$ cat src/rtl/alu_chain_seq_if.sv
// Bus between the multi-word sequencer (initiator) and one combinational N-bit ALU.
interface alu_chain_seq_if #(
  parameter int N    = 8,
  parameter int AC_N = 3
);
  logic [AC_N-1:0] alu_cs;
  logic [N-1:0]    alu_a;
  logic [N-1:0]    alu_b;
  logic            alu_cin;
  logic [N-1:0]    alu_s;
  logic            alu_zero;
  logic            alu_cout;

  modport master (output alu_cs, alu_a, alu_b, alu_cin,
                  input  alu_s, alu_zero, alu_cout);
  modport slave  (input  alu_cs, alu_a, alu_b, alu_cin,
                  output alu_s, alu_zero, alu_cout);
endinterface

$ cat src/rtl/alu_chain_seq.sv
// Arbitrary-precision ADD/SUB/AND/OR built by chaining word operations through an
// external N-bit ALU, with a one-deep registered result stage and whole-value flags.
module alu_chain_seq #(
  parameter int              N      = 8,
  parameter int              LW     = 4,
  parameter int              AC_N   = 3,
  parameter logic [AC_N-1:0] AC_AD  = AC_N'(0),
  parameter logic [AC_N-1:0] AC_SB  = AC_N'(1),
  parameter logic [AC_N-1:0] AC_ADX = AC_N'(2),
  parameter logic [AC_N-1:0] AC_SBX = AC_N'(3),
  parameter logic [AC_N-1:0] AC_AN  = AC_N'(4),
  parameter logic [AC_N-1:0] AC_OR  = AC_N'(5)
) (
  input  logic          clk,
  input  logic          rst_n,
  input  logic          start,
  input  logic [1:0]    op,
  input  logic [LW-1:0] len,
  output logic          busy,
  output logic          done,
  input  logic          in_valid,
  output logic          in_ready,
  input  logic [N-1:0]  in_a,
  input  logic [N-1:0]  in_b,
  output logic          out_valid,
  input  logic          out_ready,
  output logic [N-1:0]  out_s,
  output logic          out_last,
  output logic          flag_c,
  output logic          flag_z,
  alu_chain_seq_if.master alu
);

  typedef enum logic {S_IDLE, S_RUN} state_t;

  state_t        state_q, state_d;
  logic [1:0]    op_q;
  logic [LW-1:0] cnt_q;
  logic          first_q;
  logic          zacc_q;
  logic          creg_q;
  logic          last_acc_q;
  logic          start_acc;
  logic          in_acc;
  logic          out_hs;
  logic          last_word;

  assign out_hs    = out_valid && out_ready;
  assign in_acc    = in_valid && in_ready;
  assign last_word = (cnt_q == '0);

  always_ff @(posedge clk or negedge rst_n) begin
    if (!rst_n) state_q <= S_IDLE;
    else        state_q <= state_d;
  end

  always_comb begin
    state_d       = state_q;
    busy          = 1'b0;
    done          = 1'b0;
    in_ready      = 1'b0;
    start_acc     = 1'b0;
    alu.alu_a     = in_a;
    alu.alu_b     = in_b;
    alu.alu_cs    = AC_ADX;
    alu.alu_cin   = 1'b0;
    case (state_q)
      S_IDLE: begin
        start_acc = start;
        if (start) state_d = S_RUN;
      end
      S_RUN: begin
        busy     = 1'b1;
        in_ready = !last_acc_q && (!out_valid || out_ready);
        if (out_hs && out_last) begin
          done    = 1'b1;
          state_d = S_IDLE;
        end
        // The ALU carry-in for subtraction means "no borrow", hence the inversion.
        case (op_q)
          2'b00: begin
            alu.alu_cs  = first_q ? AC_ADX : AC_AD;
            alu.alu_cin = !first_q && creg_q;
          end
          2'b01: begin
            alu.alu_cs  = first_q ? AC_SBX : AC_SB;
            alu.alu_cin = !first_q && !creg_q;
          end
          2'b10:   alu.alu_cs = AC_AN;
          default: alu.alu_cs = AC_OR;
        endcase
      end
      default: state_d = S_IDLE;
    endcase
  end

  always_ff @(posedge clk or negedge rst_n) begin
    if (!rst_n) begin
      op_q       <= 2'b00;
      cnt_q      <= '0;
      first_q    <= 1'b1;
      zacc_q     <= 1'b1;
      creg_q     <= 1'b0;
      last_acc_q <= 1'b0;
      out_valid  <= 1'b0;
      out_s      <= '0;
      out_last   <= 1'b0;
      flag_c     <= 1'b0;
      flag_z     <= 1'b0;
    end else begin
      if (start_acc) begin
        op_q       <= op;
        cnt_q      <= len;
        first_q    <= 1'b1;
        zacc_q     <= 1'b1;
        creg_q     <= 1'b0;
        last_acc_q <= 1'b0;
        flag_c     <= 1'b0;
        flag_z     <= 1'b0;
      end
      // An accept refills the output stage even when it drains in the same cycle.
      if (in_acc) begin
        out_s     <= alu.alu_s;
        out_valid <= 1'b1;
        out_last  <= last_word;
        creg_q    <= alu.alu_cout;
        zacc_q    <= zacc_q & alu.alu_zero;
        first_q   <= 1'b0;
        cnt_q     <= cnt_q - 1'b1;
        if (last_word) begin
          last_acc_q <= 1'b1;
          flag_c     <= !op_q[1] && alu.alu_cout;
          flag_z     <= zacc_q & alu.alu_zero;
        end
      end else if (out_hs) begin
        out_valid <= 1'b0;
        out_last  <= 1'b0;
      end
    end
  end

endmodule
$ cat src/flat_wrapper.sv
// flat-port wrapper written by rule: the top's interface ports become plain ports
module alu_chain_seq_flat 
#(
  parameter int              N      = 8,
  parameter int              LW     = 4,
  parameter int              AC_N   = 3,
  parameter logic [AC_N-1:0] AC_AD  = AC_N'(0),
  parameter logic [AC_N-1:0] AC_SB  = AC_N'(1),
  parameter logic [AC_N-1:0] AC_ADX = AC_N'(2),
  parameter logic [AC_N-1:0] AC_SBX = AC_N'(3),
  parameter logic [AC_N-1:0] AC_AN  = AC_N'(4),
  parameter logic [AC_N-1:0] AC_OR  = AC_N'(5)
)
  (clk, rst_n, start, op, len, busy, done, in_valid, in_ready, in_a, in_b, out_valid, out_ready, out_s, out_last, flag_c, flag_z, alu_alu_cs, alu_alu_a, alu_alu_b, alu_alu_cin, alu_alu_s, alu_alu_zero, alu_alu_cout);
  alu_chain_seq_if #(.N(N), .AC_N(AC_N)) alu_i ();
  input  logic clk;
  input  logic rst_n;
  input  logic start;
  input  logic [1:0] op;
  input  logic [LW-1:0] len;
  output logic busy;
  output logic done;
  input  logic in_valid;
  output logic in_ready;
  input  logic [N-1:0] in_a;
  input  logic [N-1:0] in_b;
  output logic out_valid;
  input  logic out_ready;
  output logic [N-1:0] out_s;
  output logic out_last;
  output logic flag_c;
  output logic flag_z;
  output wire logic [$bits(alu_i.alu_cs)-1:0] alu_alu_cs;
  output wire logic [$bits(alu_i.alu_a)-1:0] alu_alu_a;
  output wire logic [$bits(alu_i.alu_b)-1:0] alu_alu_b;
  output wire logic [$bits(alu_i.alu_cin)-1:0] alu_alu_cin;
  input wire logic [$bits(alu_i.alu_s)-1:0] alu_alu_s;
  input wire logic [$bits(alu_i.alu_zero)-1:0] alu_alu_zero;
  input wire logic [$bits(alu_i.alu_cout)-1:0] alu_alu_cout;
  assign alu_alu_cs = alu_i.alu_cs;
  assign alu_alu_a = alu_i.alu_a;
  assign alu_alu_b = alu_i.alu_b;
  assign alu_alu_cin = alu_i.alu_cin;
  assign alu_i.alu_s = alu_alu_s;
  assign alu_i.alu_zero = alu_alu_zero;
  assign alu_i.alu_cout = alu_alu_cout;
  alu_chain_seq #(.N(N), .LW(LW), .AC_N(AC_N), .AC_AD(AC_AD), .AC_SB(AC_SB), .AC_ADX(AC_ADX), .AC_SBX(AC_SBX), .AC_AN(AC_AN), .AC_OR(AC_OR)) u_core (.clk(clk), .rst_n(rst_n), .start(start), .op(op), .len(len), .busy(busy), .done(done), .in_valid(in_valid), .in_ready(in_ready), .in_a(in_a), .in_b(in_b), .out_valid(out_valid), .out_ready(out_ready), .out_s(out_s), .out_last(out_last), .flag_c(flag_c), .flag_z(flag_z), .alu(alu_i));
endmodule
$ cat config.mk
export PLATFORM = sky130hd
export DESIGN_NAME = alu_chain_seq_flat
export DESIGN_NICKNAME = d
export VERILOG_FILES = /design/src/rtl/alu_chain_seq_if.sv /design/src/rtl/alu_chain_seq.sv /design/src/flat_wrapper.sv
export SDC_FILE = /design/constraint.sdc
export NUM_CORES = 1
export LEC_CHECK = 0
export BUFFER_PORTS_ARGS = -buffer_cell sky130_fd_sc_hd__buf_2
export CORE_UTILIZATION = 30
export DETAILED_ROUTE_END_ITERATION = 10
export PLACE_DENSITY_LB_ADDON = 0.05
export SYNTH_ARGS = -nofsm -noshare
export SYNTH_HDL_FRONTEND = slang
export SYNTH_SLANG_ARGS = --single-unit
$ cat constraint.sdc
create_clock -name clk -period 1.4 [get_ports clk]
set_input_delay 0.14 -clock clk [delete_from_list [all_inputs] [get_ports clk]]
set_output_delay 0.14 -clock clk [all_outputs]
set_load 0.05 [all_outputs]
==> flow_metrics.py <==
metrics = {
    "synth": {
        "synth_flop_cell": "dfrtp_1",
        "netlist_area_um2": 1157,
        "avgSynthCellArea_um2": 9.042,
        "synthTopCellsByArea": "dfrtp_1 (45%), nand2_1 (14%), buf_4 (10%)",
        "yosysTopAreaCell": "dfrtp_1",
        "synth_seq_area_share_pct": 49.95,
        "ys_warn_count": 0,
        "syn_nets": 166,
        "synth_top_area_share_pct": 45.41,
        "syn_inst": 128,
        "yosys_register_bits": 23,
        "synthArstFlopShare_pct": 100.0,
        "synthDistinctLibCells": 29,
        "synth_edf_count": 0,
    },
    "sta": {
        "drv_slew": 0,
        "min_period_ns": 1.395,
        "finalSetupViolCount": 0,
        "fin_skew_ns": 0.001653,
        "layout_setup_ws_ns": 0.005045,
        "relSlewSlack_pct": 64.01,
        "worst_pin_slew_ns": 0.5399,
        "timing.hold.ws_ns": 0.06511,
        "fin_crit_sh_pct": 99.64,
        "rsz0062_at_grt": "true",
        "max_freq_mhz": 716.9,
        "hold_violations": 0,
    },
    "routing": {
        "dr.pass1.iters": 4,
        "remaining_drc_errors": 0,
        "vias": 928,
        "drtAntennaViolNets": 0,
        "drt-total-wl_mm": 2.562,
        "wire_per_inst_um": 12.32,
        "drt_iter0_drc": 31,
        "via_per_inst": 4.462,
    },
    "placed_design": {
        "dp_hpwl_mm": 1.889,
        "place.gp.congestion": 0.7035,
        "pre_cts_ws_ns": 0.01798,
        "numPortBuffers": 39,
        "dp.cells": 200,
    },
    "clock_tree": {
        "numCtsBuffers": 3,
        "path_clk_slew_ns": 0.08,
        "clock_latency_ns": 0.26,
        "cts_tree": "yes",
        "clkSinkCount": 23,
        "cts-htree-levels": 1,
        "ctsLongestPathBuffers": 2,
        "root_buffer": "clkbuf_8",
    },
    "die": {
        "core_area_um2": 3689,
        "io-pin-count": 72,
        "row_count": 22,
        "dieArea_um2": 4110,
        "start_util_pct": 31.38,
        "die_w_um": 64.11,
        "die_y_um": 64.11,
    },
    "run_status": {
        "outcome": "complete, no violations",
    },
    "global_route": {
        "grt_max_degree": 24,
        "track_usage_pct": 13.46,
        "grt_pass1_vias": 899,
        "grt_overflow_total": 0,
        "grt_first_pass_wirelength_mm": 4.284,
        "antenna_found_initial": 0,
    },
    "final_layout": {
        "drive_gt1_share_pct": 40.00,
        "antenna_cells": 0,
        "layout.nets": 199,
        "syn2layout_area_growth_pct": 25.51,
        "final_cells": 208,
    },
    "power": {
        "powerDensity_nw_per_um2": 2549,
        "ir_worst_vdd_mv": 1.231,
        "p_leak_uw": 0.0007873,
    },
    "critical_path": {
        "required_ns": 1.26,
        "path_cells": "xnor2_2, nor4b_4, buf_6",
        "slowest_stage": "dfrtp_1",
        "worst-path-buf-inv": 1,
        "worstPathMaxFanout": 2,
        "max_stage_delay_ns": 0.42,
        "end_kind": "output pin",
        "crit_arrival_ns": 1.25,
        "crit_path_start_kind": "register",
        "path_delay_family": "flip-flops",
        "crit_type": "reg2out",
    },
    "worst_hold_path": {
        "hp-class": "in2reg",
    },
    "run": {
        "maxCapViolCount": 0,
    },
}
[where the power goes]
| group | internal (uW) | total (uW) | switching (uW) |
|---|---|---|---|
| logic | 678 | 2080 | 1400 |
| clock network | 198 | 412 | 214 |
| registers | 981 | 1220 | 234 |
| total | 1860 | 3700 | 1850 |
[cell type report]
type | count | area [um^2]
Clock buffer | 3 | 41.29
Clock inverter | 1 | 5.005
Fill cell | 386 | 2236
Inverter | 4 | 15.01
Multi-Input combinational cell | 79 | 447.9
Sequential cell | 23 | 580.6
Tap cell | 48 | 60.06
Timing Repair Buffer | 50 | 302.8
[placed cells by master, fill, tap and decap left out, types with 2 or more instances in the layout]
cell type	netlist	routed
and2_1	2	2
nor3_1	4	4
dfrtp_1	21	19
nor2_1	7	6
dfstp_2	2	2
inv_1	4	4
buf_6	1	2
a221o_1	2	2
dfrtp_2	0	2
buf_4	16	10
buf_2	3	36
nand3_1	3	3
clkbuf_8	0	3
mux2i_1	2	2
nand2_1	42	42
[sequential cells by signal (all words and copies together) (netlist names)]
name / flops
u_core.cnt_q: 4
u_core.creg_q: 1
u_core.first_q: 1
u_core.flag_c: 1
u_core.flag_z: 1
u_core.last_acc_q: 1
u_core.op_q: 2
u_core.out_last: 1
u_core.out_s: 8
u_core.out_valid: 1
u_core.state_q: 1
u_core.zacc_q: 1
[cell families (layout without fill, tap and decap cells)]
group                    after synthesis  after routing  synth area share [%]
AND/OR/NAND/NOR                       67             67                 26.49
buffers and inverters                 26             58                 14.59
flip-flops                            23             23                 49.95
AO/OA/AOI/OAI                          8              8                 5.405
multiplexers                           2              2                 1.730
adder cells (fa/ha/maj)                1              1                 1.081
XOR/XNOR                               1              1                0.7569
[metrics by stage]
stage / total power (uW) / util (%) / setup TNS [ns] / instance area, um^2
2_1_floorplan: 2832 / - / -0.1507 / 1190
3_3_place_gp: 3170 / 36.33 / 0 / 1340
3_5_place_dp: 3179 / 36.33 / 0 / 1340
4_1_cts: 3657 / 38.16 / -0.01204 / 1408
5_1_grt: 3958 / 39.38 / -0.03465 / 1453
6_report: 3703 / 39.38 / 0 / 1453
[cells in the mapped netlist, types with 2 or more instances]
cell and instances:
and2_1 2, nor2_1 7, nand2_1 42, nand2b_1 2, a221o_1 2, o21ai_0 2
buf_4 16, buf_2 3, clkbuf_1 2, dfstp_2 2, mux2i_1 2, nand3_1 3
nor3_1 4, inv_1 4, dfrtp_1 21
[layer usage]
| metal | wire length [um] | global-route usage, % | vias to the layer above |
|---|---|---|---|
| met2 | 1186 | 22.07 | 38 |
| met5 | 0 | 0 | - |
| li1 | - | - | 458 |
| met3 | 153 | 2.679 | 6 |
| met4 | 32 | 4.444 | 0 |
| met1 | 1189 | 17.69 | 426 |
[what timing repair did]
action,in CTS,in global routing
endpoints found under the hold margin,21,0
setup endpoints to repair,4,11
setup buffers,0,3
pin swaps,1,0
gates resized for setup,4,6
hold buffers,1,0
[worst paths after layout]
path | to | depth (start not counted) | from | slack, ns
worst min-delay path | u_core.out_s[4] | 3 | alu_alu_s[4] | 0.07
max in group asynchronous | u_core.out_valid | 2 | rst_n | 0.63
worst min register to register | u_core.zacc_q | 2 | u_core.zacc_q | 0.48
worst max register to register | u_core.cnt_q[0] | 4 | u_core.out_valid | 0.08
min in group asynchronous | u_core.state_q | 2 | rst_n | 0.38
worst max-delay path | alu_alu_cin | 3 | u_core.creg_q | 0.005
[worst reg2reg max path: cells and delay by family (launching register included)]
kind	cells	cell delay, ns
simple gates	3	0.46
flops	1	0.43
compound gates	1	0.31
Note: power is estimated with default switching activity, not from simulation.
